$ cat src/rtl/sme_ff_ctrl.sv
// sme_ff_ctrl: loads a pattern, runs the failure-function unit, publishes a double-buffered table (watchdog via SME_FF_TIMEOUT_EN)
module sme_ff_ctrl #(
  parameter int MAX_PATTERN = 8,
  parameter int BYTE        = 8,
  parameter int MAX_PAT_ADD = 3,
  parameter int TIMEOUT_CYC = 64
) (
  input  logic                           clk,
  input  logic                           reset,
  input  logic                           pat_valid,
  input  logic [BYTE-1:0]                pat_data,
  input  logic                           pat_last,
  output logic                           pat_ready,
  output logic                           ff_req,
  output logic [MAX_PATTERN*BYTE-1:0]    ff_pattern,
  output logic [MAX_PAT_ADD-1:0]         ff_last_idx,
  input  logic                           ff_valid,
  input  logic [MAX_PAT_ADD*MAX_PATTERN-1:0] ff_table,
  input  logic                           match_busy,
  output logic                           tbl_valid,
  output logic                           tbl_update,
  output logic [MAX_PATTERN*BYTE-1:0]    tbl_pattern,
  output logic [MAX_PAT_ADD*MAX_PATTERN-1:0] tbl_fail,
  output logic [MAX_PAT_ADD-1:0]         tbl_last_idx,
  output logic                           err_overflow,
  output logic                           err_timeout
);
  typedef enum logic [1:0] {LOAD, CALC, RELEASE, COMMIT} state_t;
  localparam logic [MAX_PAT_ADD-1:0] CNT_MAX = MAX_PAT_ADD'(MAX_PATTERN - 1);
  state_t state, state_nxt;
  logic [MAX_PAT_ADD-1:0] cnt;
  logic [MAX_PAT_ADD*MAX_PATTERN-1:0] shadow;
  logic hs, last, timeout, aborted;
  assign pat_ready = state == LOAD;
  assign ff_req    = state == CALC;
  assign hs        = pat_valid & pat_ready;
  assign last      = pat_last | (cnt == CNT_MAX);
`ifdef SME_FF_TIMEOUT_EN
  localparam int TW = $clog2(TIMEOUT_CYC + 1);
  logic [TW-1:0] tcnt;
  assign timeout = state == CALC && !ff_valid && tcnt == TW'(TIMEOUT_CYC - 1);
  always_ff @(posedge clk) begin
    tcnt        <= (reset || state != CALC) ? '0 : tcnt + 1'b1;
    err_timeout <= !reset && timeout;
    aborted     <= reset ? 1'b0 : timeout ? 1'b1 : (state == LOAD) ? 1'b0 : aborted;
  end
`else
  assign timeout     = 1'b0;
  assign aborted     = 1'b0;
  // constant 0; the comparison keeps TIMEOUT_CYC referenced in this build
  assign err_timeout = TIMEOUT_CYC < 0;
`endif
  always_ff @(posedge clk) state <= reset ? LOAD : state_nxt;
  always_comb begin
    state_nxt = state;
    unique case (state)
      LOAD:    state_nxt = (hs && last) ? ((cnt == '0) ? COMMIT : CALC) : LOAD;
      CALC:    state_nxt = (ff_valid || timeout) ? RELEASE : CALC;
      RELEASE: state_nxt = ff_valid ? RELEASE : aborted ? LOAD : COMMIT;
      COMMIT:  state_nxt = match_busy ? COMMIT : LOAD;
      default: state_nxt = LOAD;
    endcase
  end
  always_ff @(posedge clk) begin
    if (reset) begin
      cnt          <= '0;
      ff_pattern   <= '0;
      ff_last_idx  <= '0;
      shadow       <= '0;
      tbl_valid    <= 1'b0;
      tbl_update   <= 1'b0;
      tbl_pattern  <= '0;
      tbl_fail     <= '0;
      tbl_last_idx <= '0;
      err_overflow <= 1'b0;
    end else begin
      tbl_update   <= 1'b0;
      err_overflow <= 1'b0;
      if (hs) begin
        if (cnt == '0) ff_pattern <= '0;
        ff_pattern[cnt*BYTE +: BYTE] <= pat_data;
        cnt          <= last ? '0 : cnt + 1'b1;
        err_overflow <= cnt == CNT_MAX && !pat_last;
        if (last) ff_last_idx <= cnt;
        if (last && cnt == '0) shadow <= '0;
      end
      if (state == CALC && ff_valid) shadow <= ff_table;
      if (timeout) shadow <= '0;
      if (state == COMMIT && !match_busy) begin
        tbl_pattern  <= ff_pattern;
        tbl_fail     <= shadow;
        tbl_last_idx <= ff_last_idx;
        tbl_valid    <= 1'b1;
        tbl_update   <= 1'b1;
      end
    end
  end
endmodule

$ cat config.mk
export PLATFORM = sky130hd
export DESIGN_NAME = sme_ff_ctrl
export DESIGN_NICKNAME = d
export VERILOG_FILES = /design/src/rtl/sme_ff_ctrl.sv
export SDC_FILE = /design/constraint.sdc
export NUM_CORES = 1
export LEC_CHECK = 0
export BUFFER_PORTS_ARGS = -buffer_cell sky130_fd_sc_hd__buf_2
export CAP_MARGIN = 20
export CORE_MARGIN = 4
export CORE_UTILIZATION = 46
export DETAILED_ROUTE_END_ITERATION = 7
export PLACE_DENSITY = 0.75
export SLEW_MARGIN = 25
export SYNTH_ARGS = -nofsm -noshare
export SYNTH_HDL_FRONTEND = slang
export SYNTH_SLANG_ARGS = --single-unit
$ cat constraint.sdc
create_clock -name clk -period 2.1 [get_ports clk]
set_input_delay 0.21 -clock clk [delete_from_list [all_inputs] [get_ports clk]]
set_output_delay 0.21 -clock clk [all_outputs]
set_load 0.02 [all_outputs]
==> results.yml <==
place:
  dp_hpwl_microns: 12300
  placed_area_sq_um: 7910
  place.gp.congestion: 0.925
  portBuffers: 200
synth:
  async_flop_share: 0
  netlist_top_cells_count: "198 x nand2_1, 190 x dfxtp_1, 107 x a21oi_1, 75 x a22o_1, 30 x clkbuf_1"
  synth-edff-count: 0
  synth.most_common_cell: "nand2_1"
  yosys_most_used_dff: "dfxtp_1"
  ys_ff_latch: 190
  synth_top_area_cell: "dfxtp_1"
  synth.distinct_cells: 42
  synthCells: 716
  synth_warnings: 0
  synth_nets: 762
  synthTopCellsByArea: "dfxtp_1 57%, nand2_1 11%, a22o_1 9.8%, a21oi_1 8.0%, clkbuf_1 1.7%"
  avgSynthCellArea_sq_um: 9.38
  ys_seq_area_frac: 0.567
  synth_top_area_share: 0.567
  syn_area_sq_um: 6710
global_routing:
  grt_pass1_vias: 5511
  grt_util_all_layers: 0.218
  grt_overflow: 0
  grt_max_degree: 63
  grt_pass1_wl_microns: 28800
  antenna_found_initial: 1
detailed_routing:
  drt-vias-per-instance: 5.15
  wl_microns: 18000
  first_pass_iters: 5
  top_layer: "met5"
  antenna_left: 0
  drcViolationCount: 0
  drtIter0Drc: 376
  wl_met3_microns: 1420
  met2_length_microns: 8470
  wirelength_met1_microns: 7810
  wire_per_inst_microns: 16.0
  num_vias: 5776
critical_path:
  cp_max_fo: 11
  critPathLaunchType: "flip-flop"
  crit_arrival_ns: 2.35
  critical_path_class: "reg2reg"
  required_ns: 2.46
  cp-end-kind: "flip-flop"
clock_network:
  clk_latency_ns: 0.43
  cts.clk_slew.worst_paths_ns: 0.07
  cts_max_level: 4
  cts_root_buf: "clkbuf_16"
  clock_sinks: 190
  cts.path.max_buffers: 2
  cts-buffers-inserted: 17
  cts_tree: "yes"
finish:
  synthToLayoutAreaGrowth_pct: 30.8
  utilization: 0.623
  drive_above_1_share: 0.294
  nNetsFinal: 974
  num_antenna_cells: 0
  final_cell_area_sq_um: 8780
min_path:
  min_path_type: "in2reg"
timing:
  holdWs_ns: 0.0696
  maxSlewViolCount: 0
  fmax_mhz: 502
  clock-skew-final_ns: 0.00904
  fin_crit_ns: 1.99
  finalSetupViolations: 0
  worst_slew_pin_slew_ns: 0.523
  relSlewSlack: 0.651
  period_share: 0.949
  final_hold_viol_count: 0
  rsz0062_at_grt: "no"
  fin_tns_setup_ns: 0
floorplanning:
  die_height_microns: 129
  ios: 202
  rows: 43
  floorplan.initialDensity: 0.476
  core_area_sq_um: 14100
  dieArea_sq_um: 16600
  die_w_microns: 129
power:
  p_total_uw: 7630
  max-vdd-ir-drop_v: 0.000574
  leakage_uw: 0.00385
  pwr_density_cell_nw_per_um2: 869
run:
  cap_violations: 0
outcome:
  status: "completed"
[final timing paths]
check / start / endpoint / slack [ns] / cells after the start
hold reg to reg: tbl_pattern[41] / tbl_pattern[41] / 0.45 / 2
setup reg to reg: cnt[0] / ff_pattern[34] / 0.11 / 6
hold / removal: pat_last / err_overflow / 0.07 / 2
setup / recovery: cnt[0] / ff_pattern[34] / 0.11 / 6
[kinds of logic after synthesis]
logic type	Yosys count	synth area share
mux	3	0.00447
buf+inv	57	0.0391
simple gates	254	0.172
fa+ha+maj	9	0.0164
xor+xnor	1	0.00130
compound gates	201	0.200
other cells	1	0.000559
flops	190	0.567
[layout make-up]
| type | instances | area, sq um |
|---|---|---|
| flip-flops and latches | 190 | 3800 |
| repair buffers | 246 | 1460 |
| fillers | 1210 | 5320 |
| clock buffers | 18 | 439 |
| well taps | 180 | 225 |
| inverters | 4 | 15.0 |
| clock inverters | 14 | 173 |
| multi-input cells | 469 | 2670 |
[stage by stage]
step | worst slack, ns | std cells
4_1_cts | 0.00561 | 1120
6_report | 0.107 | 1121
5_1_grt | 0.00320 | 1121
2_1_floorplan | 0.0251 | 716
3_5_place_dp | 0.0502 | 1064
3_3_place_gp | 0.115 | 1064
[power by group]
part	internal, uW	total [uW]	leakage [uW]	switching, uW
Clock	1830	3280	0.000299	1450
Sequential	3640	3680	0.00153	39.3
Combinational	241	662	0.00201	421
[what timing repair did]
| item | CTS | global route |
|---|---|---|
| endpoints found under the hold margin | 24 | 0 |
| cloned | 0 | 0 |
| resized for setup | 3 | 1 |
| pin swaps | 0 | 1 |
| hold buffers | 24 | 0 |
| setup endpoints to repair | 1 | 52 |
| buffers inserted | 0 | 1 |
[worst max-delay path, stage by stage (launching register included)]
cell     delay, ns
dfxtp_1       0.36
inv_1         0.09
ha_1          0.23
ha_2          0.46
nand2_2       0.14
or4_1         0.52
a21oi_1       0.12
[cells in the final DEF (no fill, tap or decap), drive strengths merged, types with 8 or more instances in the layout]
master / netlist / layout
nand2: 198 / 198
clkbuf: 30 / 18
inv: 4 / 11
ha: 8 / 8
o21ai: 14 / 14
nor3: 8 / 8
nor2: 19 / 19
dfxtp: 190 / 190
buf: 23 / 222
dlygate4sd3: 0 / 24
a22o: 75 / 75
a21oi: 107 / 107
[registers in the layout (all words and copies together) (netlist names)]
register	flops
tbl_pattern	64
state	2
ff_last_idx	3
tbl_fail	24
tbl_valid	1
shadow	24
ff_pattern	64
cnt	3
tbl_update	1
tbl_last_idx	3
err_overflow	1
[routing by layer]
metal	global-route usage	up-vias
met5	0	-
met4	0.0618	2
met3	0.0751	24
met2	0.348	203
met1	0.281	2667
li1	-	2880
Power figures use the tool's default switching activity.
